[config.mk]
export PLATFORM = sky130hd
export DESIGN_NAME = genius_round_ctrl
export DESIGN_NICKNAME = d
export VERILOG_FILES = /design/src/rtl/genius_pkg.sv /design/src/rtl/genius_lfsr.sv /design/src/rtl/genius_round_ctrl.sv
export SDC_FILE = /design/constraint.sdc
export NUM_CORES = 1
export LEC_CHECK = 0
export BUFFER_PORTS_ARGS = -buffer_cell sky130_fd_sc_hd__buf_2
export CORE_MARGIN = 10
export CORE_UTILIZATION = 55
export CTS_BUF_LIST = sky130_fd_sc_hd__clkbuf_4
export CTS_CLUSTER_SIZE = 8
export DETAILED_ROUTE_END_ITERATION = 10
export PLACE_DENSITY = 0.76
export SYNTH_ARGS = -nofsm -noshare
export SYNTH_HDL_FRONTEND = slang
export SYNTH_SLANG_ARGS = --single-unit
[constraint.sdc]
create_clock -name clk_i -period 2.7 [get_ports clk_i]
set_input_delay 0.27 -clock clk_i [delete_from_list [all_inputs] [get_ports clk_i]]
set_output_delay 0.27 -clock clk_i [all_outputs]
set_load 0.02 [all_outputs]
[src/rtl/genius_pkg.sv]
// Shared types and constants for the Genius (Simon-style) round controller.
package genius_pkg;

  localparam int unsigned SEQ_LEN = 16;
  localparam int unsigned SEQ_AW  = 4;

  // x^8 + x^6 + x^5 + x^4 + 1 taps bits 7,5,4,3 of a left-shifting register
  localparam logic [7:0] LFSR_TAPS  = 8'hB8;
  localparam logic [7:0] LFSR_RESET = 8'h01;

  localparam int unsigned DEF_SHOW_T = 8;
  localparam int unsigned DEF_GAP_T  = 4;
  localparam int unsigned DEF_TO_T   = 64;

  typedef logic [1:0] colour_t;

  typedef enum logic [2:0] {
    ST_IDLE,
    ST_LOAD,
    ST_SHOW_ON,
    ST_SHOW_OFF,
    ST_INPUT,
    ST_WIN,
    ST_LOSE
  } state_e;

  function automatic logic [3:0] colour_onehot(input colour_t c);
    return 4'b0001 << c;
  endfunction

endpackage

[src/rtl/genius_lfsr.sv]
// 8-bit Fibonacci LFSR with seed load and step enable; exposes the colour of the next state.
module genius_lfsr
  import genius_pkg::*;
(
  input  logic       clk_i,
  input  logic       rn_i,
  input  logic       i_load,
  input  logic [7:0] i_seed,
  input  logic       i_step,
  output colour_t    o_colour_c
);

  logic [7:0] r_state;
  logic [7:0] w_next;

  always_comb begin
    w_next = {r_state[6:0], ^(r_state & LFSR_TAPS)};
  end

  assign o_colour_c = w_next[1:0];

  // A zero seed would lock the register at zero, so it is replaced by 8'h01
  always_ff @(posedge clk_i or negedge rn_i) begin
    if (!rn_i) begin
      r_state <= LFSR_RESET;
    end else if (i_load) begin
      r_state <= (i_seed == 8'h00) ? LFSR_RESET : i_seed;
    end else if (i_step) begin
      r_state <= w_next;
    end
  end

endmodule

[src/rtl/genius_round_ctrl.sv]
// Round controller: builds a 16-step colour sequence, replays a growing prefix, checks player presses.
module genius_round_ctrl
  import genius_pkg::*;
#(
  parameter int unsigned N      = 4,
  parameter int unsigned SHOW_T = DEF_SHOW_T,
  parameter int unsigned GAP_T  = DEF_GAP_T,
  parameter int unsigned TO_T   = DEF_TO_T
) (
  input  logic         clk_i,
  input  logic         rn_i,
  input  logic         start_i,
  input  logic [7:0]   seed_i,
  input  logic [N-1:0] level_i,
  input  logic [3:0]   btn_i,
  output logic [3:0]   led_o,
  output logic [N-1:0] round_o,
  output logic         busy_o,
  output logic         win_o,
  output logic         lose_o
);

  localparam int unsigned CW = $clog2(TO_T + SHOW_T + GAP_T) + 1;

  state_e            r_state;
  logic [N-1:0]      r_level;
  logic [N-1:0]      r_round;
  logic [N-1:0]      r_idx;
  logic [SEQ_AW-1:0] r_k;
  logic [CW-1:0]     r_cnt;
  logic              r_replay;
  logic [3:0]        r_led;
  logic              r_busy;
  logic              r_win;
  logic              r_lose;
  colour_t           r_seq [SEQ_LEN];

  logic              w_start_ok;
  logic              w_seq_we;
  colour_t           w_lfsr_colour;
  logic [3:0]        w_exp;
  logic [3:0]        w_next_exp;

  assign w_start_ok = start_i &&
                      ((r_state == ST_IDLE) || (r_state == ST_WIN) || (r_state == ST_LOSE));
  assign w_seq_we   = (r_state == ST_LOAD);
  assign w_exp      = colour_onehot(r_seq[SEQ_AW'(r_idx)]);
  assign w_next_exp = colour_onehot(r_seq[SEQ_AW'(r_idx + N'(1))]);

  genius_lfsr u_lfsr (
    .clk_i      (clk_i),
    .rn_i       (rn_i),
    .i_load     (w_start_ok),
    .i_seed     (seed_i),
    .i_step     (w_seq_we),
    .o_colour_c (w_lfsr_colour)
  );

  // Sequence RAM, filled once per game during LOAD
  always_ff @(posedge clk_i) begin
    if (w_seq_we) begin
      r_seq[r_k] <= w_lfsr_colour;
    end
  end

  always_ff @(posedge clk_i or negedge rn_i) begin
    if (!rn_i) begin
      r_state  <= ST_IDLE;
      r_level  <= '0;
      r_round  <= '0;
      r_idx    <= '0;
      r_k      <= '0;
      r_cnt    <= '0;
      r_replay <= 1'b0;
      r_led    <= 4'b0000;
      r_busy   <= 1'b0;
      r_win    <= 1'b0;
      r_lose   <= 1'b0;
    end else begin
      case (r_state)
        ST_IDLE, ST_WIN, ST_LOSE: begin
          if (start_i) begin
            r_state  <= ST_LOAD;
            r_level  <= level_i;
            r_round  <= '0;
            r_idx    <= '0;
            r_k      <= '0;
            r_cnt    <= '0;
            r_replay <= 1'b0;
            r_led    <= 4'b0000;
            r_busy   <= 1'b1;
            r_win    <= 1'b0;
            r_lose   <= 1'b0;
          end
        end

        ST_LOAD: begin
          r_k <= r_k + SEQ_AW'(1);
          if (r_k == SEQ_AW'(SEQ_LEN - 1)) begin
            r_state <= ST_SHOW_ON;
            r_idx   <= '0;
            r_cnt   <= '0;
            r_led   <= colour_onehot(r_seq[0]);
          end
        end

        ST_SHOW_ON: begin
          if (r_cnt == CW'(SHOW_T - 1)) begin
            r_state <= ST_SHOW_OFF;
            r_cnt   <= '0;
            r_led   <= 4'b0000;
          end else begin
            r_cnt <= r_cnt + CW'(1);
          end
        end

        // r_replay marks the gap that precedes a new round, which replays from step 0
        ST_SHOW_OFF: begin
          if (r_cnt == CW'(GAP_T - 1)) begin
            r_cnt <= '0;
            if (r_replay) begin
              r_replay <= 1'b0;
              r_state  <= ST_SHOW_ON;
              r_led    <= w_exp;
            end else if (r_idx == r_round) begin
              r_state <= ST_INPUT;
              r_idx   <= '0;
            end else begin
              r_state <= ST_SHOW_ON;
              r_idx   <= r_idx + N'(1);
              r_led   <= w_next_exp;
            end
          end else begin
            r_cnt <= r_cnt + CW'(1);
          end
        end

        ST_INPUT: begin
          r_led <= 4'b0000;
          if (btn_i == 4'b0000) begin
            if (r_cnt == CW'(TO_T - 1)) begin
              r_state <= ST_LOSE;
              r_busy  <= 1'b0;
              r_lose  <= 1'b1;
            end else begin
              r_cnt <= r_cnt + CW'(1);
            end
          end else if (btn_i == w_exp) begin
            r_cnt <= '0;
            if (r_idx != r_round) begin
              r_idx <= r_idx + N'(1);
              r_led <= btn_i;
            end else if (r_round == r_level) begin
              r_state <= ST_WIN;
              r_busy  <= 1'b0;
              r_win   <= 1'b1;
            end else begin
              r_round  <= r_round + N'(1);
              r_idx    <= '0;
              r_replay <= 1'b1;
              r_state  <= ST_SHOW_OFF;
            end
          end else begin
            r_state <= ST_LOSE;
            r_busy  <= 1'b0;
            r_lose  <= 1'b1;
          end
        end

        default: begin
          r_state <= ST_IDLE;
        end
      endcase
    end
  end

  assign led_o   = r_led;
  assign round_o = r_round;
  assign busy_o  = r_busy;
  assign win_o   = r_win;
  assign lose_o  = r_lose;

endmodule

Yosys cells after proc, flatten, opt, wreduce, memory -nomap -nowiden --
Memory sizes are Yosys's and may differ from the RTL's. Index checks and enable logic that the tools add are counted.
Storage, ports and cells: word-level logic and storage cells 150, output and inout port bits 11, memories 1, bits in writable memories 32, input port bits 19, bits in registers 43
Operators by class: equal/unequal tests 32, add/subtract/negate cells 4, muxes and demuxes 73, reduce and logical (&&, ||, !) cells 25, shifts and indexed selects 3
Memories:
- r_seq | depth 16, bits a word 2, read ports 3, clocked after memory_dff 0, write ports 1, RTL line genius_round_ctrl.sv:36 | colour_t r_seq [SEQ_LEN];
Operator list (count):
- 4-bit 2-to-1 mux | 21
- 8-bit 2-to-1 mux | 10
- 8-bit one-hot mux with 5 select lines | 1
- 3-bit 2-to-1 mux | 11
- 6-bit AND reduction | 4
- 1-bit 2-to-1 mux | 21
- 2-bit inequality test, second input constant | 10
- 4-bit one-hot mux with 5 select lines | 1
- 3-bit inequality test, second input constant | 6
- 4-bit one-hot mux with 2 select lines | 2
- 4-bit one-hot mux with 4 select lines | 1
- 3-bit one-hot mux with 5 select lines | 1
- 4-bit by 1-bit adder with 4-bit output, second input constant | 3
- 4-bit equality test | 3
- 1-bit by 2-bit left shift with 4-bit output, first input constant | 3
- 5-bit AND reduction | 2
- 3-bit equality test, second input constant | 3
- 8-bit by 1-bit adder with 8-bit output, second input constant | 1
- 8-bit by 2-bit equality test with 1-bit output, second input constant | 1
- 8-bit by 3-bit equality test with 1-bit output, second input constant | 1
- 8-bit by 6-bit equality test with 1-bit output, second input constant | 1
- 8-bit zero test | 1
- 4-bit inequality test, second input constant | 2
- 8-bit AND reduction | 1
- other kinds (19) | 26

Depth between registers and ports, before layout --
An unclocked memory read counts as a cell.
depth after elaboration 7, mapped depth 9, gate-level depth less buffers 8

By module --
From an unflattened synthesis, not the netlist that was laid out.
Unflattened totals: cell total of the unflattened synthesis 459, area, all modules 4699.5 um2
By module, submodules not included:
- genius_round_ctrl | times used 1, cells an instance 418, area each 4270.3 um2, sequential area each 1836.8 um2
- genius_lfsr | times used 1, cells an instance 41, area each 429.2 um2, sequential area each 201.4 um2

Worst setup path after synthesis --
Ideal clock, no wire load.
path kind register to register, start register r_idx[2], end register r_cnt[0], library setup time 0.125 ns, arrival time 2.908 ns, cell stages (with the launch flop) 8, clock period less this slack 3.033 ns, path slack -0.333 ns, cells stage by stage dfrtp_1 buf_6 mux4_2 mux4_2 or4_4 o2111a_2 nor3_4 mux2_4
Between the ends: cells in the longest elaborated chain, start to end 5
RTL lines:
- start: declaration | RTL line genius_round_ctrl.sv:28 | logic [N-1:0] r_idx;
- start signal: assignment | RTL line genius_round_ctrl.sv:130 | r_idx <= r_idx + N'(1);
- start signal: assignment | RTL line genius_round_ctrl.sv:151 | r_idx <= r_idx + N'(1);
- memory read 16 x 2 bit
- 1-bit by 2-bit left shift with 4-bit output | RTL line genius_pkg.sv:28 | return 4'b0001 << c;
- 4-bit equality test | RTL line genius_round_ctrl.sv:148 | end else if (btn_i == w_exp) begin
- 3-bit inequality test (no source line)
- 5-bit AND reduction (no source line)
- end signal: assignment | RTL line genius_round_ctrl.sv:113 | r_cnt <= r_cnt + CW'(1);
- end signal: assignment | RTL line genius_round_ctrl.sv:134 | r_cnt <= r_cnt + CW'(1);
- end signal: assignment | RTL line genius_round_ctrl.sv:146 | r_cnt <= r_cnt + CW'(1);
- end: declaration | RTL line genius_round_ctrl.sv:30 | logic [CW-1:0] r_cnt;
Every way passes these cells. A chain may end at the register's enable or synchronous reset.

Worst setup path after layout --
start register r_idx[2], end register r_round[0] (netlist: round_o[0])
Between the ends: cells in the longest elaborated chain, start to end 5, elaborated cells on any way between the ends 7
RTL lines:
- memory read 16 x 2 bit
- 1-bit by 2-bit left shift with 4-bit output | RTL line genius_pkg.sv:28
- 4-bit equality test | RTL line genius_round_ctrl.sv:148
- 2-bit inequality test (no source line)
- 6-bit AND reduction (no source line) (*)
- end signal: assignment | RTL line genius_round_ctrl.sv:158 | r_round <= r_round + N'(1);
- end: declaration | RTL line genius_round_ctrl.sv:27 | logic [N-1:0] r_round;
Mark *: on every way between the ends. The rest lies on a longest branch, timed or not.

==> results by group <==
STA
  • Worst slew margin: 11.9%
  • Slew Limit Fails: 0
  • Final period utilization: 105%
  • Achievable frequency: 351 MHz
  • Fin Setup TNS: -1.14 ns
  • Post-route setup slack: -0.147 ns
  • RSZ-0062 raised after global routing: yes
  • Final hold slack: -0.0232 ns
  • Clock Skews: 0.0234 ns
  • Min Tclk post-route: 2.85 ns
  • Setup-failing EPs final: 20
  • Tightest Pin Transition: 1.31 ns
  • Hold Vio Cnt, Final: 32

Power and ir drop
  • Sw frac: 42.3%
  • Comb power frac: 48.5%
  • Clk network pwr share: 13.1%
  • Psw: 0.00209 W
  • Power Dens Cells: 948 mW/mm²
  • Tot Pwr: 0.00494 W
  • Reg power frac: 38.5%
  • Max VDD drop: 577 µV
  • Internal power: 0.00285 W
  • P_leak: 2.11 nW

Clock tree
  • Worst-Skew Late Latency: 0.44 ns
  • Hold Buf Count CTS: 0
  • Max clock buf depth: 2
  • Root buf cell: clkbuf_4
  • CTS sink cnt: 75
  • Clock transition at path regs: 0.14 ns
  • TritonCTS clock tree: built
  • CTS HTree Levels: 3
  • CTS Buf Count: 9

Yosys
  • Average footprint of a synthesized cell: 10.7 µm²
  • Post-synth EDFFs: 32
  • Synthesized cell area: 0.00449 mm²
  • Post-synthesis cell type count: 65
  • Post-synth top flop: dfrtp_1
  • Post-synthesis sequential area ratio: 45.4%
  • Yosys reg bits: 75
  • FFs w/ async S/R, synth: 57.3%
  • Post-synth net total: 444
  • Synth warn: 0
  • Synth Instances: 418

Placed design
  • Routability congestion estimate: 0.920
  • Setup WS pre-CTS: -0.223 ns
  • Area after DPL: 0.00494 mm²
  • DP HPWL: 8070 µm
  • PortBufs: 29

Cells and area
  • Design Area, Final: 0.00521 mm²
  • Layout cells sized above 1: 28.3%
  • Area growth from synthesis to layout: 16.2%
  • Nets: 501
  • Ant diodes: 0

Setup path
  • CP cell instances: mux4_2 > mux4_2 > or4_4 > o22ai_4 > o21a_1 > o21ai_2 > mux2_4
  • Worst reg2reg endpoint: round_o[0]
  • Top delay family on crit path: multiplexers
  • CP Max Fanout: 6
  • Most frequent CP cell: mux4_2
  • Crit-path max cell delay: 0.51 ns
  • Startpoint types: flop
  • Arrival @ worst endpoint: 3.17 ns
  • CP max-delay cell: mux4_2
  • WP data required: 3.02 ns
  • R2R cell count: 7
  • FF-to-FF Start: r_idx[2]
  • Critical path endpoint category: flop
  • Setup CP Type: reg2reg
  • CP Buf/Inv Count: 0
  • Flop2flop setup slack: -0.15 ns

Floorplan
  • Rows: 32
  • Effective utilization at floorplan: 57.2%
  • Die W: 110 µm
  • Io pins: 30
  • Core area: 0.00785 mm²
  • Die area: 0.0122 mm²
  • Die Span Y: 110 µm

Status
  • Failing checks: negative hold slack, negative setup slack
  • Status: complete, but fails checks

Routing
  • DRT iter0 DRCs: 296
  • Antenna Violating Nets Remaining: 0
  • Routed via count: 3628
  • Drt drc: 0
  • DRT Wirelength: 10800 µm
  • TritonRoute pass-1 iters: 5
  • Via/cell ratio: 6.23
  • Wire per inst: 18.6 µm

Global route
  • Vias in the first global route: 3549
  • Global route overflow: 0
  • Initial antenna violation count: 0
  • Largest net degree at the start of global routing: 44
  • First-pass GRT wire length: 17700 µm
  • Total track usage: 18.5%

Job
  • Max-Cap Viols: 0

Min path
  • HP Class: in2async
==> layout by cell type (no fill, tap or decap), types with 6 or more instances in the layout <==
cell type	instances
nand4_1	6
edfxtp_1	32
o21ai_1	6
clkbuf_4	10
xnor2_1	11
and2_1	18
buf_2	29
o21ai_0	14
ha_1	6
nand2b_1	9
dfrtp_1	40
mux4_2	15
inv_1	11
nor2_1	26
mux2i_1	8
a22oi_1	9
o211ai_1	7
and3_1	7
a21oi_1	13
nand2_1	48
buf_4	33
nand3_1	11
nor2b_1	8
==> flip-flops by register name, summed over array words and instances (netlist names), 3 cells and up <==
register / flops
led_o: 4
r_cnt: 8
r_idx: 4
r_k: 4
r_level: 4
r_seq: 32
r_state: 3
round_o: 4
u_lfsr.r_state: 8
==> timing repair <==
item	CTS	global route
gates resized for setup	26	13
setup endpoints to repair	27	27
pin swaps	9	13
setup buffers	1	0
==> metrics by stage <==
step / utilization (%) / cells
6_report: 66.4 / 582
5_1_grt: 66.4 / 582
4_1_cts: 65.7 / 582
3_5_place_dp: 62.9 / 565
3_3_place_gp: 62.9 / 565
2_1_floorplan: - / 418
==> layout make-up <==
cell class	count	area (µm²)
well taps	102	128
repair buffers	66	438
clock inverters	6	48.8
flip-flops and latches	75	2040
fillers	612	2640
multi-input cells	312	2440
clock buffers	10	75.1
inverters	11	41.3
==> metal layers <==
layer / GRT usage (%) / routed length (µm) / part of all wire, %
met1: 23.8 / 4710 / 44
met2: 29.6 / 5150 / 48
met3: 3.83 / 688 / 6.4
met4: 8.26 / 283 / 2.6
met5: 0 / 0 / 0
==> power by group through the flow <==
stage	registers (W)	clock network [W]	logic, W
after floorplan	0.00183	0	0.00156
after global placement	0.00191	0	0.00217
after detailed placement	0.00192	0	0.00221
after CTS	0.00190	0.000655	0.00232
after global routing	0.00194	0.000703	0.00263
final	0.00190	0.000645	0.00239
==> cell families after synthesis <==
| kind of cell | after synthesis | synth area share (%) |
|---|---|---|
| AOI/OAI and AO/OA | 99 | 15.4 |
| xor gates and xnor gates | 16 | 3.12 |
| adders and majority gates | 8 | 2.18 |
| buffers and inverters | 31 | 2.93 |
| DFF | 75 | 45.4 |
| muxes | 32 | 12.9 |
| and+or+nand+nor | 157 | 18.1 |
==> how the worst max path moves through the flow <==
stage	slack (ns)	from	end	depth (start not counted)
after global routing	-0.24	r_idx[2]	round_o[0]	7
after detailed placement	-0.22	r_idx[2]	r_state[2]	7
after CTS	-0.1	r_idx[2]	r_cnt[0]	7
final	-0.15	r_idx[2]	round_o[0]	7
after floorplan	-0.16	r_idx[2]	r_cnt[0]	7
after global placement	-0.19	r_idx[2]	round_o[0]	8
==> cells in the mapped netlist, types with 3 or more instances <==
cell	count	area, µm²
clkbuf_1	17	63.8
xor2_1	5	43.8
o22a_1	3	26.3
nor2_1	27	101
a21oi_1	16	80.1
a221oi_1	3	26.3
nand3_1	12	60.1
mux4_1	5	131
o21a_1	5	37.5
mux2i_1	9	90.1
nand2_1	48	180
a41oi_1	3	26.3
and2_1	18	113
o21ai_0	20	100
nand2b_1	10	62.6
xnor2_1	11	96.3
o211ai_1	7	52.6
a22o_1	4	35.0
mux2_2	3	33.8
a31oi_1	5	31.3
ha_1	7	87.6
nor2b_1	8	50.1
dfrtp_1	42	1050
nand4_1	6	37.5
inv_1	11	41.3
and3_1	7	43.8
edfxtp_1	32	961
a22oi_1	9	67.6
mux4_2	13	293
or3_1	3	18.8
Power figures use the tool's default switching activity.
